[src/rtl/speck_pkg.sv]
`default_nettype none
// ============================================================
// Module : speck_pkg
// Brief  : Shared state encoding and sizing helpers for the SPECK CBC sequencer
// Rev    : 1.0 - initial release
// ============================================================
package speck_pkg;

  localparam int DEFAULT_TIMEOUT = 1023;

  typedef enum logic [1:0] {
    ST_IDLE  = 2'd0,
    ST_START = 2'd1,
    ST_WAIT  = 2'd2,
    ST_OUT   = 2'd3
  } state_t;

  // One cipher block is two SPECK words.
  function automatic int data_width(input int block_size);
    return 2 * block_size;
  endfunction

endpackage
`default_nettype wire

[src/rtl/speck_cbc_decrypt_ctrl_if.sv]
`default_nettype none
// ============================================================
// Module : speck_cbc_decrypt_ctrl_if
// Brief  : Valid/ready block stream used for ciphertext in and plaintext out
// Rev    : 1.0 - initial release
// ============================================================
interface speck_cbc_decrypt_ctrl_if #(
  parameter int DATA_W = 128
);
  logic              valid;
  logic              ready;
  logic [DATA_W-1:0] data;

  modport master (output valid, output data, input ready);
  modport slave  (input valid, input data, output ready);
endinterface
`default_nettype wire

[src/rtl/speck_core_watchdog.sv]
`default_nettype none
// ============================================================
// Module : speck_core_watchdog
// Brief  : Saturating cycle counter that flags when the core overstays TIMEOUT
// Rev    : 1.0 - initial release
// ============================================================
module speck_core_watchdog #(
  parameter int TIMEOUT = 1023
) (
  input  wire  clk,
  input  wire  rst_n,
  input  wire  clear,
  input  wire  enable,
  output logic expired
);

  localparam int                 CNT_W   = $clog2(TIMEOUT + 1);
  localparam logic [CNT_W-1:0]   c_limit = CNT_W'(TIMEOUT);
  localparam logic [CNT_W-1:0]   c_one   = CNT_W'(1);

  logic [CNT_W-1:0] r_count;

  always_ff @(posedge clk or negedge rst_n) begin
    if (!rst_n) begin
      r_count <= '0;
    end else if (clear) begin
      r_count <= '0;
    end else if (enable && (r_count != c_limit)) begin
      r_count <= r_count + c_one;
    end
  end

  assign expired = (r_count == c_limit);

endmodule
`default_nettype wire

[src/rtl/speck_cbc_decrypt_ctrl.sv]
`default_nettype none
// ============================================================
// Module : speck_cbc_decrypt_ctrl
// Brief  : Drives a SPECK ECB decrypt core one block at a time in CBC or ECB mode
// Rev    : 1.0 - initial release
// ============================================================
module speck_cbc_decrypt_ctrl
  import speck_pkg::*;
#(
  parameter  int BLOCK_SIZE = 64,
  parameter  int KEY_SIZE   = 128,
  parameter  int TIMEOUT    = DEFAULT_TIMEOUT,
  localparam int DATA_W     = data_width(BLOCK_SIZE)
) (
  input  wire                 clk,
  input  wire                 rst_n,
  input  wire                 cfg_load,
  input  wire  [KEY_SIZE-1:0] cfg_key,
  input  wire  [DATA_W-1:0]   cfg_iv,
  input  wire                 cfg_cbc,
  speck_cbc_decrypt_ctrl_if.slave  s,
  speck_cbc_decrypt_ctrl_if.master m,
  output logic                busy,
  output logic                err,
  output logic                core_start,
  output logic [KEY_SIZE-1:0] core_key,
  output logic [DATA_W-1:0]   core_ciphertext,
  input  wire  [DATA_W-1:0]   core_plaintext,
  input  wire                 core_active,
  input  wire                 core_ready
);

  state_t              r_state;
  logic                r_first;
  logic                r_cbc;
  logic                r_busy;
  logic                r_err;
  logic                r_core_start;
  logic                r_m_valid;
  logic [KEY_SIZE-1:0] r_key;
  logic [DATA_W-1:0]   r_ct;
  logic [DATA_W-1:0]   r_chain;
  logic [DATA_W-1:0]   r_out;

  logic                w_wd_clear;
  logic                w_wd_en;
  logic                w_expired;
  logic [DATA_W-1:0]   w_mask;

  assign w_wd_clear = (r_state == ST_START);
  assign w_wd_en    = (r_state == ST_WAIT);
  assign w_mask     = r_cbc ? r_chain : '0;

  // A config load in IDLE takes priority, so the block must not see ready that cycle.
  assign s.ready         = rst_n & (r_state == ST_IDLE) & ~cfg_load;
  assign m.valid         = r_m_valid;
  assign m.data          = r_out;
  assign busy            = r_busy;
  assign err             = r_err;
  assign core_start      = r_core_start;
  assign core_key        = r_key;
  assign core_ciphertext = r_ct;

  speck_core_watchdog #(
    .TIMEOUT (TIMEOUT)
  ) u_watchdog (
    .clk     (clk),
    .rst_n   (rst_n),
    .clear   (w_wd_clear),
    .enable  (w_wd_en),
    .expired (w_expired)
  );

  always_ff @(posedge clk or negedge rst_n) begin
    if (!rst_n) begin
      r_state      <= ST_IDLE;
      r_first      <= 1'b0;
      r_cbc        <= 1'b1;
      r_busy       <= 1'b0;
      r_err        <= 1'b0;
      r_core_start <= 1'b0;
      r_m_valid    <= 1'b0;
      r_key        <= '0;
      r_ct         <= '0;
      r_chain      <= '0;
      r_out        <= '0;
    end else begin
      case (r_state)
        ST_IDLE: begin
          if (cfg_load) begin
            r_key   <= cfg_key;
            r_cbc   <= cfg_cbc;
            r_chain <= cfg_iv;
            r_err   <= 1'b0;
          end else if (s.valid) begin
            r_ct         <= s.data;
            r_core_start <= 1'b1;
            r_busy       <= 1'b1;
            r_state      <= ST_START;
          end
        end
        ST_START: begin
          r_core_start <= 1'b0;
          r_first      <= 1'b1;
          r_state      <= ST_WAIT;
        end
        ST_WAIT: begin
          r_first <= 1'b0;
          // The first WAIT cycle may still carry ready from the previous operation.
          if (!r_first && core_ready) begin
            r_out     <= core_plaintext ^ w_mask;
            r_chain   <= r_ct;
            r_m_valid <= 1'b1;
            r_state   <= ST_OUT;
          end else if (w_expired) begin
            r_err   <= 1'b1;
            r_busy  <= 1'b0;
            r_state <= ST_IDLE;
          end
        end
        ST_OUT: begin
          if (m.ready) begin
            r_m_valid <= 1'b0;
            r_busy    <= 1'b0;
            r_state   <= ST_IDLE;
          end
        end
        default: begin
          r_state <= ST_IDLE;
        end
      endcase
    end
  end

  a_no_start_while_core_active : assert property (
    @(posedge clk) disable iff (!rst_n) r_core_start |-> !core_active
  );

endmodule
`default_nettype wire

[src/flat_wrapper.sv]
// flat-port wrapper written by rule: the top's interface ports become plain ports
module speck_cbc_decrypt_ctrl_flat import speck_pkg::*;
#(
  parameter  int BLOCK_SIZE = 64,
  parameter  int KEY_SIZE   = 128,
  parameter  int TIMEOUT    = DEFAULT_TIMEOUT,
  localparam int DATA_W     = data_width(BLOCK_SIZE)
)
  (clk, rst_n, cfg_load, cfg_key, cfg_iv, cfg_cbc, busy, err, core_start, core_key, core_ciphertext, core_plaintext, core_active, core_ready, s_valid, s_data, s_ready, m_valid, m_data, m_ready);
  speck_cbc_decrypt_ctrl_if #(.DATA_W(128)) s_i ();
  speck_cbc_decrypt_ctrl_if #(.DATA_W(128)) m_i ();
  input  wire clk;
  input  wire rst_n;
  input  wire cfg_load;
  input  wire  [KEY_SIZE-1:0] cfg_key;
  input  wire  [DATA_W-1:0] cfg_iv;
  input  wire cfg_cbc;
  output logic busy;
  output logic err;
  output logic core_start;
  output logic [KEY_SIZE-1:0] core_key;
  output logic [DATA_W-1:0] core_ciphertext;
  input  wire  [DATA_W-1:0] core_plaintext;
  input  wire core_active;
  input  wire core_ready;
  input wire logic [$bits(s_i.valid)-1:0] s_valid;
  input wire logic [$bits(s_i.data)-1:0] s_data;
  output wire logic [$bits(s_i.ready)-1:0] s_ready;
  output wire logic [$bits(m_i.valid)-1:0] m_valid;
  output wire logic [$bits(m_i.data)-1:0] m_data;
  input wire logic [$bits(m_i.ready)-1:0] m_ready;
  assign s_i.valid = s_valid;
  assign s_i.data = s_data;
  assign s_ready = s_i.ready;
  assign m_valid = m_i.valid;
  assign m_data = m_i.data;
  assign m_i.ready = m_ready;
  speck_cbc_decrypt_ctrl #(.BLOCK_SIZE(BLOCK_SIZE), .KEY_SIZE(KEY_SIZE), .TIMEOUT(TIMEOUT)) u_core (.clk(clk), .rst_n(rst_n), .cfg_load(cfg_load), .cfg_key(cfg_key), .cfg_iv(cfg_iv), .cfg_cbc(cfg_cbc), .s(s_i), .m(m_i), .busy(busy), .err(err), .core_start(core_start), .core_key(core_key), .core_ciphertext(core_ciphertext), .core_plaintext(core_plaintext), .core_active(core_active), .core_ready(core_ready));
endmodule
[config.mk]
export PLATFORM = sky130hd
export DESIGN_NAME = speck_cbc_decrypt_ctrl_flat
export DESIGN_NICKNAME = d
export VERILOG_FILES = /design/src/rtl/speck_pkg.sv /design/src/rtl/speck_cbc_decrypt_ctrl_if.sv /design/src/rtl/speck_core_watchdog.sv /design/src/rtl/speck_cbc_decrypt_ctrl.sv /design/src/flat_wrapper.sv
export SDC_FILE = /design/constraint.sdc
export NUM_CORES = 1
export LEC_CHECK = 0
export CAP_MARGIN = 20
export CORE_AREA = 2 2 354 356
export CTS_BUF_LIST = sky130_fd_sc_hd__clkbuf_16
export DETAILED_ROUTE_END_ITERATION = 10
export DIE_AREA = 0 0 356 358
export GPL_ROUTABILITY_DRIVEN = 0
export PLACE_DENSITY = 0.42
export SETUP_SLACK_MARGIN = 0.4
export SLEW_MARGIN = 40
export SYNTH_ARGS = -nofsm -noshare
export SYNTH_HDL_FRONTEND = slang
export SYNTH_SLANG_ARGS = --single-unit
export TNS_END_PERCENT = 20
[constraint.sdc]
create_clock -name clk -period 5.09 [get_ports clk]
set_input_delay 1.018 -clock clk [delete_from_list [all_inputs] [get_ports clk]]
set_output_delay 1.018 -clock clk [all_outputs]
set_load 0.005 [all_outputs]
==> impl_metrics.env <==
export IMPL_synthesis_nets=2409
export IMPL_core_sq_um=123000
export IMPL_first_global_vias=17700
export IMPL_clock_root_buffer="clkbuf_16"
export IMPL_die_h_um=358
export IMPL_finalClockSkew_ns=0.0348
export IMPL_whs_ns=0.294
export IMPL_cts_buffers=70
export IMPL_route_detailed_drc=0
export IMPL_power_leakage_nw=14.5
export IMPL_synth_yosys_seq_area_share=0.591
export IMPL_vdd_ir_drop_max_v=0.000448
export IMPL_syn_instance_count=1884
export IMPL_setup_tns_ns=0
export IMPL_outcome="completed"
export IMPL_grt_max_degree=143
export IMPL_syn_to_final_growth_pct=58.7
export IMPL_drive_above_1_share=0.137
export IMPL_grt_usage=0.137
export IMPL_htree_levels=3
export IMPL_synthArstFlopShare=1.00
export IMPL_netlist_area_sq_um=22400
export IMPL_yosysWarningCount=0
export IMPL_power_frac_seq=0.359
export IMPL_crit_arrival_ns=2.58
export IMPL_setup_slack_ns=1.49
export IMPL_clock_sinks=530
export IMPL_finalCriticalPeriod_ns=3.60
export IMPL_slew_viol_final=0
export IMPL_startpoint_type="input pin"
export IMPL_die_w_um=356
export IMPL_clk_pin_slew_ns=0.06
export IMPL_antenna_left=0
export IMPL_crit_fanout=3
export IMPL_synth_ff_latch_count=530
export IMPL_pre_cts_slack_ns=1.48
export IMPL_clock_power_share=0.222
export IMPL_die_area_sq_um=127000
export IMPL_p_int_mw=14.1
export IMPL_crit_type="in2out"
export IMPL_antenna_found_initial=7
export IMPL_drv_cap=0
export IMPL_ys_flop_type="dfrtp_1"
export IMPL_combPwrFrac=0.419
export IMPL_p_sw_frac=0.341
export IMPL_detail_route_first_pass_iterations=7
export IMPL_rows=129
export IMPL_grt_pass1_wl_um=128000
export IMPL_grt_ovfl_total=0
export IMPL_seq_area_sq_um=13300
export IMPL_max_slew_margin_rel=0.484
export IMPL_end_kind="primary output"
export IMPL_cts_setup_buffers=0
export IMPL_nets=3297
export IMPL_multi_input_area_sq_um=8640
export IMPL_drt_vias_per_instance=3.80
export IMPL_post_route_period_util=0.707
export IMPL_hold_class="in2async"
export IMPL_cts_resized=0
export IMPL_synth_edff_count=0
export IMPL_rsz0062_at_grt="no"
export IMPL_setup_viol=0
export IMPL_drt_wl_total_um=91000
export IMPL_tightest_slew_ns=0.774
export IMPL_cp_required_ns=4.07
export IMPL_post_drt_wl_per_cell_um=20.4
export IMPL_num_io_pins=909
export IMPL_fillers=12900
export IMPL_syn_area_per_cell_sq_um=11.9
export IMPL_totalPowerFinal_mw=21.4
export IMPL_cts_buffer_depth=3
export IMPL_ctsHoldBuffers=0
export IMPL_portBuffers=907
export IMPL_drt_iter0_markers=714
export IMPL_power_density_nw_per_um2=601
export IMPL_cts_tree="built"
export IMPL_ys_types=42
export IMPL_r2r_cells=7
export IMPL_report_final_hold_viol_count=0
export IMPL_start_util=0.182
export IMPL_route_vias_total=17000
export IMPL_fmax_mhz=278
export IMPL_hpwl_um=67300
export IMPL_p_sw_mw=7.31
export IMPL_worstSkewPairLatency_ns=0.63
cells by family after synthesis:
group	share of synthesized area
mux	0.186
xor+xnor	0.0511
buf+inv	0.0268
fa+ha+maj	0.00279
compound gates	0.0671
flops	0.591
simple gates	0.0749
cells in the final DEF (no fill, tap or decap), drive strengths merged, types with 3 or more instances in the layout:
cell           netlist  final
dfrtp              529    529
ha                   5      5
clkdlybuf4s50        0    906
mux2               257    257
o21ai              131    131
diode                0      7
buf                 97     25
nand2b               3      3
nor3                 4      4
clkbuf              18     71
o21a                 3      3
nand2              266    266
mux2i              129    129
xor2               131    131
a21oi              138    138
inv                  4     20
nor2               138    138
clkinv               0     33
o211ai               4      4
o41ai                3      3
bufinv               0      3
nand3                5      5
power by group through the flow:
stage / sequential, mW / clock [mW] / combinational, mW
after floorplan: 7.52 / 0 / 3.93
final: 7.69 / 4.76 / 8.96
after detailed placement: 7.78 / 0 / 9.17
after CTS: 7.73 / 4.98 / 9.21
after global placement: 7.72 / 0 / 9.16
after global routing: 8.00 / 5.14 / 9.81
per-layer routing:
metal	global-route usage	part of all wire	vias to the layer above	routed length (um)
li1	-	-	8196	-
met1	0.161	0.40	8130	36100
met2	0.237	0.50	516	45700
met3	0.0492	0.080	114	7240
met4	0.0380	0.022	6	2030
met5	0	0.00037	-	34
area by class of cell:
| type | count | share of cell area |
|---|---|---|
| clock inverter | 54 | 0.0105 |
| timing repair buffer | 931 | 0.266 |
| multi-input combinational | 1235 | 0.243 |
| antenna | 7 | 0.000492 |
| tap | 1637 | 0.0575 |
| inverter | 4 | 0.000422 |
| clock buffer | 71 | 0.0499 |
| sequential | 530 | 0.373 |
Yosys cell counts, drive strengths merged (5+ instances only):
library cell / number / share of area
xor2: 131 / 0.051
dfrtp: 529 / 0.59
ha: 5 / 0.0028
mux2i: 129 / 0.058
mux2: 257 / 0.13
nor2: 138 / 0.023
a21oi: 138 / 0.031
nand3: 5 / 0.0013
nand2: 266 / 0.044
o21ai: 131 / 0.029
clkbuf: 18 / 0.0030
buf: 97 / 0.023
worst max-delay path, cell delays in order:
cell and delay [ns]:
clkdlybuf4s50_1 0.48, and2b_1 0.36, and2_1 0.16, clkdlybuf4s50_1 0.56
metrics by stage:
stage	std cells	area, sq um	util
2_1_floorplan	1884	22400	-
3_3_place_gp	4335	33400	0.271
3_5_place_dp	4336	33400	0.271
4_1_cts	4461	35600	0.288
5_1_grt	4465	35600	0.289
6_report	4469	35600	0.289
registers in the layout, indices dropped and copies added, names as in the netlist:
register                   cells
u_core.core_ciphertext       128
u_core.core_key              128
u_core.m.data                128
u_core.r_chain               128
u_core.u_watchdog.r_count     10
u_core.r_state                 2
u_core.busy                    1
u_core.core_start              1
u_core.err                     1
u_core.m.valid                 1
u_core.r_cbc                   1
u_core.r_first                 1
path summary, 6_finish.rpt:
check	from	to	slack, ns
setup / recovery	cfg_load	s_ready	1.49
hold / removal	rst_n	u_core.r_chain[111]	0.29
setup reg to reg	u_core.r_state[0]	u_core.r_chain[37]	2.46
hold reg to reg	u_core.m.data[33]	u_core.m.data[33]	0.48
max in group asynchronous	rst_n	u_core.core_ciphertext[45]	2.93
min in group clk	u_core.m.data[33]	u_core.m.data[33]	0.48
Power figures use the tool's default switching activity.
